==> config.mk <==
export PLATFORM = sky130hd
export DESIGN_NAME = axi_read_slave_flat
export DESIGN_NICKNAME = d
export VERILOG_FILES = /design/src/rtl/axi_read_slave_if.sv /design/src/rtl/axi_read_slave.sv /design/src/flat_wrapper.sv
export SDC_FILE = /design/constraint.sdc
export NUM_CORES = 1
export LEC_CHECK = 0
export BUFFER_PORTS_ARGS = -buffer_cell sky130_fd_sc_hd__buf_2
export CORE_ASPECT_RATIO = 1.4
export CORE_MARGIN = 2
export CORE_UTILIZATION = 40
export DETAILED_ROUTE_END_ITERATION = 16
export GPL_ROUTABILITY_DRIVEN = 1
export HOLD_SLACK_MARGIN = 0.08
export PLACE_DENSITY = 0.69
export SKIP_CTS_REPAIR_TIMING = 1
export SYNTH_ARGS = -nofsm -noshare
export SYNTH_HDL_FRONTEND = slang
export SYNTH_SLANG_ARGS = --single-unit
==> constraint.sdc <==
create_clock -name clk -period 3.1 [get_ports clk]
set_input_delay 0.62 -clock clk [delete_from_list [all_inputs] [get_ports clk]]
set_output_delay 0.62 -clock clk [all_outputs]
set_load 0.01 [all_outputs]
==> src/rtl/axi_read_slave_if.sv <==
// rtl/axi_read_slave_if.sv - AXI read address and read data channel bundle.
interface axi_read_slave_if #(
  parameter int ID_WIDTH   = 1,
  parameter int ADDR_WIDTH = 32,
  parameter int BUS_WIDTH  = 32
);
  logic [ID_WIDTH-1:0]   ARID;
  logic [ADDR_WIDTH-1:0] ARADDR;
  logic [3:0]            ARLEN;
  logic [1:0]            ARSIZE;
  logic [1:0]            ARBURST;
  logic                  ARVALID;
  logic                  ARREADY;
  logic [ID_WIDTH-1:0]   RID;
  logic [BUS_WIDTH-1:0]  RDATA;
  logic [1:0]            RRESP;
  logic                  RLAST;
  logic                  RVALID;
  logic                  RREADY;

  modport master (
    output ARID, ARADDR, ARLEN, ARSIZE, ARBURST, ARVALID, RREADY,
    input  ARREADY, RID, RDATA, RRESP, RLAST, RVALID
  );

  modport slave (
    input  ARID, ARADDR, ARLEN, ARSIZE, ARBURST, ARVALID, RREADY,
    output ARREADY, RID, RDATA, RRESP, RLAST, RVALID
  );
endinterface

==> src/rtl/axi_read_slave.sv <==
// rtl/axi_read_slave.sv - AXI read slave: one burst at a time, FIXED/INCR/WRAP
// address generation, one synchronous memory read per R beat.
module axi_read_slave #(
  parameter int ID_WIDTH   = 1,
  parameter int ADDR_WIDTH = 32,
  parameter int BUS_WIDTH  = 32,
  parameter int MEM_AW     = 7
) (
  input  logic                 clk,
  input  logic                 clr,
  axi_read_slave_if.slave      bus,
  output logic                 mem_rd,
  output logic [MEM_AW-1:0]    mem_raddr,
  input  logic [BUS_WIDTH-1:0] mem_rdata
);
  typedef enum logic [1:0] {IDLE, RD, CAP, SEND} state_t;

  state_t                state;
  logic [ID_WIDTH-1:0]   id_q;
  logic [ADDR_WIDTH-1:0] cur_addr;
  logic [3:0]            len_q;
  logic [3:0]            beat_cnt;
  logic [1:0]            size_q;
  logic [1:0]            burst_q;

  logic                  wrap_ok;
  logic                  err;
  logic [ADDR_WIDTH-1:0] bsz;
  logic [ADDR_WIDTH-1:0] wsz;
  logic [ADDR_WIDTH-1:0] next_addr;

  // Illegal WRAP lengths and the reserved burst type fall back to INCR addressing.
  always_comb begin
    wrap_ok = (len_q == 4'd1) || (len_q == 4'd3) || (len_q == 4'd7) || (len_q == 4'd15);
    err     = (burst_q == 2'b11) || ((burst_q == 2'b10) && !wrap_ok);
    bsz     = ADDR_WIDTH'(1) << size_q;
    wsz     = ADDR_WIDTH'({1'b0, len_q} + 5'd1) << size_q;
    if (burst_q == 2'b00)
      next_addr = cur_addr;
    else if ((burst_q == 2'b10) && wrap_ok)
      next_addr = (cur_addr & ~(wsz - 1'b1)) | ((cur_addr + bsz) & (wsz - 1'b1));
    else
      next_addr = (cur_addr & ~(bsz - 1'b1)) + bsz;
  end

  assign bus.ARREADY = (state == IDLE) && !clr;

  always_ff @(posedge clk) begin
    if (clr) begin
      state      <= IDLE;
      bus.RVALID <= 1'b0;
      bus.RLAST  <= 1'b0;
      bus.RID    <= '0;
      bus.RDATA  <= '0;
      bus.RRESP  <= 2'b00;
      mem_rd     <= 1'b0;
      mem_raddr  <= '0;
      id_q       <= '0;
      cur_addr   <= '0;
      len_q      <= '0;
      beat_cnt   <= '0;
      size_q     <= '0;
      burst_q    <= '0;
    end else begin
      case (state)
        IDLE: begin
          if (bus.ARVALID) begin
            id_q      <= bus.ARID;
            cur_addr  <= bus.ARADDR;
            len_q     <= bus.ARLEN;
            size_q    <= bus.ARSIZE;
            burst_q   <= bus.ARBURST;
            beat_cnt  <= 4'd0;
            mem_rd    <= 1'b1;
            mem_raddr <= bus.ARADDR[MEM_AW-1:0];
            state     <= RD;
          end
        end
        RD: begin
          mem_rd <= 1'b0;
          state  <= CAP;
        end
        CAP: begin
          bus.RDATA  <= mem_rdata;
          bus.RID    <= id_q;
          bus.RRESP  <= err ? 2'b10 : 2'b00;
          bus.RLAST  <= (beat_cnt == len_q);
          bus.RVALID <= 1'b1;
          state      <= SEND;
        end
        SEND: begin
          if (bus.RREADY) begin
            bus.RVALID <= 1'b0;
            if (bus.RLAST) begin
              state <= IDLE;
            end else begin
              beat_cnt  <= beat_cnt + 4'd1;
              cur_addr  <= next_addr;
              mem_rd    <= 1'b1;
              mem_raddr <= next_addr[MEM_AW-1:0];
              state     <= RD;
            end
          end
        end
        default: state <= IDLE;
      endcase
    end
  end
endmodule
==> src/flat_wrapper.sv <==
// flat-port wrapper written by rule: the top's interface ports become plain ports
module axi_read_slave_flat 
#(
  parameter int ID_WIDTH   = 1,
  parameter int ADDR_WIDTH = 32,
  parameter int BUS_WIDTH  = 32,
  parameter int MEM_AW     = 7
)
  (clk, clr, mem_rd, mem_raddr, mem_rdata, bus_ARID, bus_ARADDR, bus_ARLEN, bus_ARSIZE, bus_ARBURST, bus_ARVALID, bus_RREADY, bus_ARREADY, bus_RID, bus_RDATA, bus_RRESP, bus_RLAST, bus_RVALID);
  axi_read_slave_if #(.ID_WIDTH(ID_WIDTH), .ADDR_WIDTH(ADDR_WIDTH), .BUS_WIDTH(BUS_WIDTH)) bus_i ();
  input  logic clk;
  input  logic clr;
  output logic mem_rd;
  output logic [MEM_AW-1:0] mem_raddr;
  input  logic [BUS_WIDTH-1:0] mem_rdata;
  input wire logic [$bits(bus_i.ARID)-1:0] bus_ARID;
  input wire logic [$bits(bus_i.ARADDR)-1:0] bus_ARADDR;
  input wire logic [$bits(bus_i.ARLEN)-1:0] bus_ARLEN;
  input wire logic [$bits(bus_i.ARSIZE)-1:0] bus_ARSIZE;
  input wire logic [$bits(bus_i.ARBURST)-1:0] bus_ARBURST;
  input wire logic [$bits(bus_i.ARVALID)-1:0] bus_ARVALID;
  input wire logic [$bits(bus_i.RREADY)-1:0] bus_RREADY;
  output wire logic [$bits(bus_i.ARREADY)-1:0] bus_ARREADY;
  output wire logic [$bits(bus_i.RID)-1:0] bus_RID;
  output wire logic [$bits(bus_i.RDATA)-1:0] bus_RDATA;
  output wire logic [$bits(bus_i.RRESP)-1:0] bus_RRESP;
  output wire logic [$bits(bus_i.RLAST)-1:0] bus_RLAST;
  output wire logic [$bits(bus_i.RVALID)-1:0] bus_RVALID;
  assign bus_i.ARID = bus_ARID;
  assign bus_i.ARADDR = bus_ARADDR;
  assign bus_i.ARLEN = bus_ARLEN;
  assign bus_i.ARSIZE = bus_ARSIZE;
  assign bus_i.ARBURST = bus_ARBURST;
  assign bus_i.ARVALID = bus_ARVALID;
  assign bus_i.RREADY = bus_RREADY;
  assign bus_ARREADY = bus_i.ARREADY;
  assign bus_RID = bus_i.RID;
  assign bus_RDATA = bus_i.RDATA;
  assign bus_RRESP = bus_i.RRESP;
  assign bus_RLAST = bus_i.RLAST;
  assign bus_RVALID = bus_i.RVALID;
  axi_read_slave #(.ID_WIDTH(ID_WIDTH), .ADDR_WIDTH(ADDR_WIDTH), .BUS_WIDTH(BUS_WIDTH), .MEM_AW(MEM_AW)) u_core (.clk(clk), .clr(clr), .bus(bus_i), .mem_rd(mem_rd), .mem_raddr(mem_raddr), .mem_rdata(mem_rdata));
endmodule
# == Word level (Yosys, flattened, before mapping) ==
# Cells that the tools add are included.
# op_classes
n_mux,25
n_reduce_logical,20
n_shift,2
add_sub_neg,6
eq_ne,14
bitwise,6
# ops
cell,count
32-bit 2-to-1 mux,5
32-bit bitwise AND,3
32-bit adder,2
32-bit NOT,2
32-bit case mux with 2 select lines,1
"32-bit by 1-bit subtractor with 32-bit output, second input constant",2
32-bit bitwise OR,1
"1-bit by 2-bit << shifter with 32-bit output, first input constant",1
32-bit by 2-bit << shifter with 32-bit output,1
7-bit 2-to-1 mux,3
7-bit case mux with 2 select lines,1
4-bit 2-to-1 mux,3
"2-bit equality test, second input constant",4
"2-bit != test, second input constant",4
2-bit case mux with 4 select lines,1
4-bit case mux with 2 select lines,1
4-bit AND reduction,2
2-bit 2-to-1 mux,3
2-bit AND reduction,3
"4-bit by 1-bit adder with 5-bit output, second input constant",1
1-bit 2-to-1 mux,5
5-bit AND reduction,1
"4-bit by 1-bit adder with 4-bit output, second input constant",1
"4-bit by 1-bit equality test with 1-bit output, second input constant",1
other kinds (13),21
# totals
reg_bits,92
out_inout_bits,46

# == Depth between registers and ports, before layout ==
# Gate-level depths: netlist of run 1.
# depth
ltp_word,11
mapped_depth,14
depth_no_buf,12

# == Worst setup path before layout of run 1 ==
# Ideal clock, no wire load.
# synth_path
path_kind,flip-flop to flip-flop
from,register u_core.size_q[1]
to,register with a tool-made name
synth_period_minus_slack_ps,2462
t_arrival_ps,2374
path_slack_ps,638
path_stages_with_launch,15
cell_sequence,dfxtp_1 -> buf_2 -> inv_1 -> clkbuf_8 -> nand2_1 -> inv_1 -> ha_1 -> ha_1 -> a211oi_1 -> a21oi_1 -> a32o_1 -> xor2_1 -> o21ai_0 -> nor3b_2 -> nor4_2
# synth_rtl
item,line,source
start: declaration,axi_read_slave.sv:23,logic [1:0] size_q;
start signal: assignment,axi_read_slave.sv:71,size_q <= bus.ARSIZE;

==> results.json, run 1 <==
{
  "synth-xor-area-share_pct": 4.800,
  "final_cell_area_sq_um": 4422,
  "nets": 617,
  "diodes": 0,
  "via_per_inst": 5.303,
  "rr_startpoint": "u_core.size_q[1]",
  "synthFlopType": "dfxtp_1",
  "dieArea_sq_um": 9847,
  "drtAntennaViolNets": 0,
  "worstHoldStart": "u_core.bus.RRESP[1]",
  "yosys_warnings": 0,
  "clock-sinks": 59,
  "fmax_mhz": 373.0,
  "min_period_ns": 2.681,
  "synthArstFlopShare_pct": 0,
  "gp_congestion": 0.9056,
  "p_leak_uw": 0.001963,
  "finalNonFillerCells": 633,
  "critPathKind": "flip-flop to flip-flop",
  "port_buffers": 96,
  "crit_path_max_fanout": 13,
  "status": "completed",
  "die_w_um": 84.44,
  "grt_pass1_vias": 3214,
  "area_growth_pct": 22.03,
  "drv_slew": 0,
  "rows": 41,
  "hpwl_um": 7115,
  "ys_seq_elements": 59,
  "cts_made_buffers": 9,
  "firstDrtPassIters": 5,
  "synth_fa_ha_area_share_pct": 6.768,
  "synthSimpleGateAreaFrac_pct": 19.68,
  "synth_nets": 525,
  "clockBufferDepth": 2,
  "cts_tree": "built",
  "max_slew_margin_pct": 60.11,
  "yosysUniqueCellTypes": 70,
  "clock_latency_ns": 0.33,
  "power_density_nw_per_um2": 839.0,
  "core_area_sq_um": 8926,
  "period_share_pct": 86.48,
  "synth-seq-area-share_pct": 32.60,
  "ir_drop_mv": 0.4994,
  "io_pins": 123,
  "htree_levels": 3,
  "wirelength_um": 9280,
  "avgSynthCellArea_sq_um": 8.446,
  "drc": 0,
  "cts-root-buf": "clkbuf_16",
  "rsz0062_at_grt": "false",
  "required_ns": 3.34,
  "critPathCaptureType": "flip-flop",
  "hp-class": "flip-flop to flip-flop",
  "synth_compound_area_share_pct": 17.78,
  "start_util_pct": 40.59,
  "fillers": 853,
  "overflow": 0,
  "synth_top_family_by_area": "simple AND/OR/NAND/NOR gates",
  "finalHoldViolations": 0,
  "fp.dieH_um": 116.6,
  "setup_viol": 0,
  "clkSlewWorstSetupHoldPaths_ns": 0.05,
  "power_uw": 3710,
  "vias": 3357,
  "clock_skew_ns": 0.004837,
  "arrival_ns": 2.92,
  "startpoint_type": "flip-flop",
  "cap_violations": 0,
  "gr-usage-all-layers_pct": 18.89,
  "worst_slew_pin_slew_ns": 0.5975,
  "syn_area_sq_um": 3623,
  "synth-edff-count": 0,
  "startpoint": "u_core.size_q[1]",
  "grt_pass1_wl_um": 14720,
  "placed_area_sq_um": 4140,
  "wire_per_inst_um": 14.66,
  "synthMuxAreaShare_pct": 11.46,
  "drt_iter0_markers": 191,
  "grt_max_degree": 26,
  "finalSetupTns_ns": 0,
  "drive_gt1_share_pct": 26.24,
  "synth_cells": 429,
  "dp_cells": 617,
  "antenna_found_initial": 0
}
layout by cell type, fill, tap and decap left out, drive strengths merged, types with 4 or more instances in the layout:
master / n
ha: 18
xnor2: 11
dfxtp: 59
o21ai: 20
nand3: 15
nand2: 44
clkbuf: 12
mux2i: 40
nand2b: 5
nor3: 5
nand3b: 4
a31oi: 5
nor2: 49
nor2b: 5
xor2: 8
inv: 19
buf: 106
a21oi: 36
a211oi: 5
synth_stat cells, drive strengths merged (8+ instances only):
master | n | share of area, %
xnor2 | 11 | 2.7
ha | 18 | 6.2
o21ai | 20 | 2.9
a21oi | 36 | 5.0
nand3 | 15 | 2.4
nor2 | 49 | 5.1
nand2 | 44 | 4.6
clkbuf | 11 | 2.2
xor2 | 8 | 2.1
inv | 19 | 2.0
dfxtp | 59 | 33
mux2i | 40 | 11
buf | 14 | 2.6
logic make-up (layout without fill, tap and decap cells):
| logic type | after synthesis | after routing |
|---|---|---|
| buf+inv | 44 | 141 |
| mux | 41 | 41 |
| fa+ha+maj | 19 | 19 |
| flops | 59 | 59 |
| other cells | 1 | 1 |
| compound gates | 99 | 99 |
| xor+xnor | 19 | 19 |
| simple gates | 147 | 147 |
report_power, final:
| group | switching, uW | internal, uW | leakage, uW |
|---|---|---|---|
| registers | 184 | 937 | 0.000481 |
| clock network | 350 | 581 | 0.000135 |
| logic | 929 | 729 | 0.00135 |
through the flow:
stage | hold slack, ns | setup slack, ns | utilization [%]
2_1_floorplan | 0.4360 | 0.6380 | -
3_3_place_gp | 0.4493 | 0.4678 | 46.38
3_5_place_dp | 0.4567 | 0.4331 | 46.38
4_1_cts | 0.4662 | 0.4161 | 49.54
5_1_grt | 0.4902 | 0.2079 | 49.54
6_report | 0.4615 | 0.4191 | 49.54
area by class of cell:
class                           count  area [sq um]  area share [%]
Multi-Input combinational cell    326          2198           49.72
Sequential cell                    59          1181           26.71
Timing Repair Buffer              106         555.5           12.56
Clock buffer                       12         256.5           5.801
Tap cell                          107         133.9           3.028
Inverter                           19         71.32           1.613
Clock inverter                      4         25.02          0.5659
layer usage:
layer  vias to the layer above  routed length (um)  GRT usage [%]
met1                      1552                3580          19.37
met5                         -                   0              0
li1                       1689                   -              -
met2                        93                4895          35.29
met4                         0                 390          13.12
met3                        23                 414          2.686
path summary, 6_finish.rpt:
| kind | endpoint | slack, ns | depth (start not counted) |
|---|---|---|---|
| setup reg to reg | flip-flop | 0.42 | 12 |
| hold / removal | u_core.bus.RRESP[1] | 0.46 | 2 |
| setup / recovery | flip-flop | 0.42 | 12 |
| hold reg to reg | u_core.bus.RRESP[1] | 0.46 | 2 |
worst max-delay path, cell delays in order (launching register included):
cell and delay [ns]:
dfxtp_1 0.41, inv_1 0.24, nand2_1 0.15, inv_1 0.09
ha_1 0.22, ha_1 0.21, a211oi_1 0.23, a21oi_1 0.08
a32o_1 0.27, xor2_1 0.15, o21ai_0 0.27, nor3b_2 0.09
nor4_2 0.19
Note: power is estimated with default switching activity, not from simulation.
==> run 2, diff against run 1 <==
--- a/config.mk
+++ b/config.mk
@@ -6,14 +6,17 @@
 export NUM_CORES = 1
 export LEC_CHECK = 0
 export BUFFER_PORTS_ARGS = -buffer_cell sky130_fd_sc_hd__buf_2
+export CELL_PAD_IN_SITES_DETAIL_PLACEMENT = 0
+export CELL_PAD_IN_SITES_GLOBAL_PLACEMENT = 2
 export CORE_ASPECT_RATIO = 1.4
 export CORE_MARGIN = 2
-export CORE_UTILIZATION = 40
+export CORE_UTILIZATION = 29
 export DETAILED_ROUTE_END_ITERATION = 16
 export GPL_ROUTABILITY_DRIVEN = 1
 export HOLD_SLACK_MARGIN = 0.08
-export PLACE_DENSITY = 0.69
+export PLACE_DENSITY = 0.84
 export SKIP_CTS_REPAIR_TIMING = 1
+export SKIP_LAST_GASP = 1
 export SYNTH_ARGS = -nofsm -noshare
 export SYNTH_HDL_FRONTEND = slang
 export SYNTH_SLANG_ARGS = --single-unit
==> run 2 against run 1 <==
First-iteration DRC count fell by 25%. Utilization fell by 13 points. Power rose by 4.4%. Non-clock buffer count stayed put. Count of clock-buffer cells in the layout down 1. Worst hold slack worse by 0.0056 ns. Worst setup slack worse by 0.072 ns. Global-route usage down 4.0 points. Combinational power about the same. Register-to-register slack got worse by 0.07 ns. Highest routed layer unchanged.
==> results.json, run 2 (synthesis gave the netlist of run 1 again) <==
{
  "final_cell_mix": "buf_2, dfxtp_1, nor2_1",
  "htree_levels": 3,
  "hpwl_um": 7662,
  "port_buffers": 96,
  "setup_slack_ns": 0.3474,
  "overflow": 0,
  "area_growth_pct": 24.79,
  "fp.dieH_um": 136.3,
  "hold_end": "u_core.id_q",
  "required_ns": 3.33,
  "clock_skew_ns": 0.004467,
  "io_pins": 123,
  "drive_gt1_share_pct": 26.43,
  "antenna_found_initial": 0,
  "rr_startpoint": "u_core.size_q[0]",
  "firstDrtPassIters": 4,
  "critPathKind": "flip-flop to flip-flop",
  "status": "completed",
  "wire_per_inst_um": 14.77,
  "clkSlewWorstSetupHoldPaths_ns": 0.05,
  "grt_pass1_vias": 3411,
  "grt_max_degree": 27,
  "min_path_cells": 2,
  "cts_made_buffers": 9,
  "nets": 617,
  "finalHoldViolations": 0,
  "reg2regPathDepth": 10,
  "startpoint": "u_core.size_q[0]",
  "p_leak_uw": 0.001992,
  "critPathCaptureType": "flip-flop",
  "worstHoldStart": "u_core.id_q",
  "fmax_mhz": 363.3,
  "clock_latency_ns": 0.32,
  "grt_pass1_wl_um": 16030,
  "startpoint_type": "flip-flop",
  "core_area_sq_um": 12250,
  "clockBufferDepth": 2,
  "dp_slack_ns": 0.3224,
  "period_share_pct": 88.79,
  "gp_congestion": 0.8067,
  "r2r_slack_ns": 0.35,
  "crit_family": "compound AO/OA/AOI/OAI gates",
  "vias": 3429,
  "hp-class": "flip-flop to flip-flop",
  "drtAntennaViolNets": 0,
  "cts_tree": "built",
  "rows": 48,
  "drc": 0,
  "finalSetupTns_ns": 0,
  "rsz0062_at_grt": "false",
  "ir_drop_mv": 0.4898,
  "dieArea_sq_um": 13420,
  "worst_slew_pin_slew_ns": 0.6701,
  "critPathBufInv": 1,
  "drv_slew": 0,
  "via_per_inst": 5.072,
  "final_common_cell": "buf_2",
  "drt_iter0_markers": 143,
  "cap_violations": 0,
  "setup_viol": 0,
  "clock-sinks": 59,
  "cts-root-buf": "clkbuf_16",
  "path_cells": "buf_4 -> nor2_1 -> ha_1 -> a211oi_1 -> a21oi_1 -> a32o_1 -> xor2_1 -> o21ai_0 -> nor3b_2 -> nor4_2",
  "slowest_stage": "dfxtp_1",
  "crit_path_max_incr_delay_ns": 0.53,
  "diodes": 0,
  "die_w_um": 98.47,
  "power_density_nw_per_um2": 856.2,
  "min_period_ns": 2.753,
  "wirelength_um": 9985,
  "start_util_pct": 29.58,
  "fillers": 1338,
  "crit_path_max_fanout": 21,
  "gr-usage-all-layers_pct": 14.84,
  "max_slew_margin_pct": 55.32,
  "arrival_ns": 2.99
}
## run 2: cell type report
class	count	area, sq um	share of cell area [%]
clock buffers	11	252.7	5.589
clock inverters	5	75.07	1.660
inverters	19	71.32	1.577
multi-input cells	326	2198	48.62
flip-flops and latches	59	1181	26.12
well taps	150	187.7	4.151
repair buffers	106	555.5	12.29
## run 2: worst min-delay path: cells and delay by family, from the launching register on
kind / cells / cell delay, ns
AOI/OAI and AO/OA: 1 / 0.05
DFF: 1 / 0.31
and+or+nand+nor: 1 / 0.05
## run 2: routing by layer
metal  share of wire, %  global-route usage (%)  up-vias
met5                  0                       0        -
met3                4.6                   3.239       20
met4                3.1                   8.219        0
met2                 52                   26.53       98
li1                   -                       -     1688
met1                 40                   16.17     1623
## run 2: worst max path at each step
stage | end | slack [ns] | cells past startpoint
floorplan | flip-flop | 0.64 | 14
global placement | flip-flop | 0.42 | 10
detailed placement | flip-flop | 0.32 | 10
CTS | flip-flop | 0.30 | 10
global route | flip-flop | 0.1 | 10
finish | flip-flop | 0.35 | 10
## run 2: where the power goes
part           switching (uW)  internal, uW  total [uW]  leakage, uW
Combinational             946           724        1670      0.00135
Clock                     335           742        1080     0.000165
Sequential                188           937        1130     0.000481
Total                    1470          2400        3870      0.00199
## run 2: through the flow
step	cell area, sq um	hold WS [ns]	total power [uW]	util (%)	instances
4_1_cts	4522	0.4571	3921	36.91	676
5_1_grt	4522	0.4786	4151	36.91	676
2_1_floorplan	3623	0.4360	2325	-	429
3_3_place_gp	4194	0.4461	2767	34.23	660
6_report	4522	0.4559	3872	36.91	676
3_5_place_dp	4194	0.4502	2813	34.23	660
==> run 3, diff against run 2 <==
==> constraint.sdc (replaced) <==
create_clock -name clk -period 2.9 [get_ports clk]
set_input_delay 0.58 -clock clk [delete_from_list [all_inputs] [get_ports clk]]
set_output_delay 0.58 -clock clk [all_outputs]
set_load 0.01 [all_outputs]
==> run 3 against run 2 <==
First-iteration DRC count decreased by 11%. Clock power about the same. Worst hold slack improved by 0.0041 ns. Global-route usage about the same. Highest routed layer unchanged. Via count decreased by 1.8%. Register-to-register slack got worse by 0.03 ns.
==> results.json, run 3 (synthesis gave the netlist of run 1 again) <==
{
  "slowest_stage": "dfxtp_1",
  "crit_path_max_fanout": 9,
  "rsz0062_at_grt": "false",
  "vias": 3366,
  "drt_iter0_markers": 127,
  "start_util_pct": 29.58,
  "via_per_inst": 4.900,
  "period_share_pct": 89.01,
  "power_uw": 4105,
  "area_growth_pct": 26.69,
  "cts_made_buffers": 9,
  "nets": 628,
  "startpoint_type": "flip-flop",
  "core_area_sq_um": 12250,
  "cap_violations": 0,
  "clkSlewWorstSetupHoldPaths_ns": 0.05,
  "crit_path_max_incr_delay_ns": 0.48,
  "wire_per_inst_um": 14.11,
  "firstDrtPassIters": 4,
  "gr-usage-all-layers_pct": 14.82,
  "finalHoldViolations": 0,
  "diodes": 0,
  "grtUsageMet2_pct": 27.32,
  "status": "completed",
  "worst_slew_pin_slew_ns": 0.6469,
  "drtAntennaViolNets": 0,
  "grtUsageMet1_pct": 15.81,
  "power_density_nw_per_um2": 894.1,
  "fp.dieH_um": 136.3,
  "top_usage_layer": "met2",
  "clockBufferDepth": 2,
  "critPathKind": "flip-flop to flip-flop",
  "dieArea_sq_um": 13420,
  "drive_gt1_share_pct": 27.93,
  "drv_slew": 0,
  "finalSetupTns_ns": 0,
  "final_cell_area_sq_um": 4591,
  "setup_viol": 0,
  "clock-sinks": 59,
  "antenna_found_initial": 0,
  "cts_tree": "built",
  "rows": 48,
  "placed_area_sq_um": 4277,
  "final_util_pct": 37.47,
  "wirelength_um": 9692,
  "critPathCaptureType": "flip-flop",
  "fmax_mhz": 387.4,
  "grt_pass1_wl_um": 15980,
  "required_ns": 3.14,
  "path_cells": "inv_1 -> nand2_1 -> inv_1 -> ha_1 -> ha_1 -> a211oi_1 -> a21oi_1 -> a32o_1 -> xor2_1 -> o21ai_0 -> nor3b_2 -> nor4_2",
  "p_leak_uw": 0.002036,
  "arrival_ns": 2.82,
  "clock_latency_ns": 0.32,
  "cts-root-buf": "clkbuf_16",
  "io_pins": 123,
  "port_buffers": 96,
  "gp_congestion": 0.7786,
  "overflow": 0,
  "final_cell_mix": "buf_2, dfxtp_1, nor2_1",
  "grt_max_degree": 38,
  "drc": 0,
  "min_period_ns": 2.581,
  "grt_pass1_vias": 3366,
  "grt_use_met3_pct": 2.674,
  "ir_drop_mv": 0.3906,
  "die_w_um": 98.47,
  "hp-class": "flip-flop to flip-flop",
  "max_slew_margin_pct": 56.88,
  "hpwl_um": 7604,
  "clock_skew_ns": 0.008413,
  "fillers": 1299,
  "htree_levels": 3,
  "final_common_cell": "buf_2"
}
run 3: final cells by class:
class | instances | area, sq um | area share (%)
flip-flops and latches | 59 | 1181 | 25.73
clock buffers | 12 | 266.5 | 5.805
inverters | 19 | 71.32 | 1.554
clock inverters | 4 | 47.55 | 1.036
well taps | 150 | 187.7 | 4.088
repair buffers | 117 | 638.1 | 13.90
multi-input cells | 326 | 2198 | 47.89
run 3: worst max-delay path: cells and delay by family (launching register included):
kind / cells / cell delay (ns)
buf+inv: 2 / 0.18
flops: 1 / 0.48
xor+xnor: 1 / 0.16
fa+ha+maj: 2 / 0.44
simple gates: 3 / 0.40
compound gates: 4 / 0.83
run 3: path summary, 6_finish.rpt:
| path | end | cells after the start | slack [ns] | from |
|---|---|---|---|---|
| worst min-delay path | u_core.id_q | 2 | 0.46 | u_core.id_q |
| worst max register to register | flip-flop | 12 | 0.32 | u_core.size_q[0] |
| worst min register to register | u_core.id_q | 2 | 0.46 | u_core.id_q |
| worst max-delay path | flip-flop | 12 | 0.32 | u_core.size_q[0] |
run 3: power breakdown:
part,switching [uW],internal [uW]
combinational,1010,820
sequential,183,1000
clock,355,731
run 3: through the flow:
step           instances  worst slack, ns  hold slack (ns)
6_report             687           0.3187           0.4600
5_1_grt              687          0.08635           0.4771
4_1_cts              687           0.2609           0.4622
3_5_place_dp         671           0.2875           0.4555
3_3_place_gp         671           0.3460           0.4470
2_1_floorplan        429           0.4380           0.4360
run 3: layer usage:
layer | routed length, um | share of wire (%)
met1 | 3879 | 40
met2 | 5073 | 52
met3 | 415 | 4.3
met4 | 324 | 3.3
met5 | 0 | 0
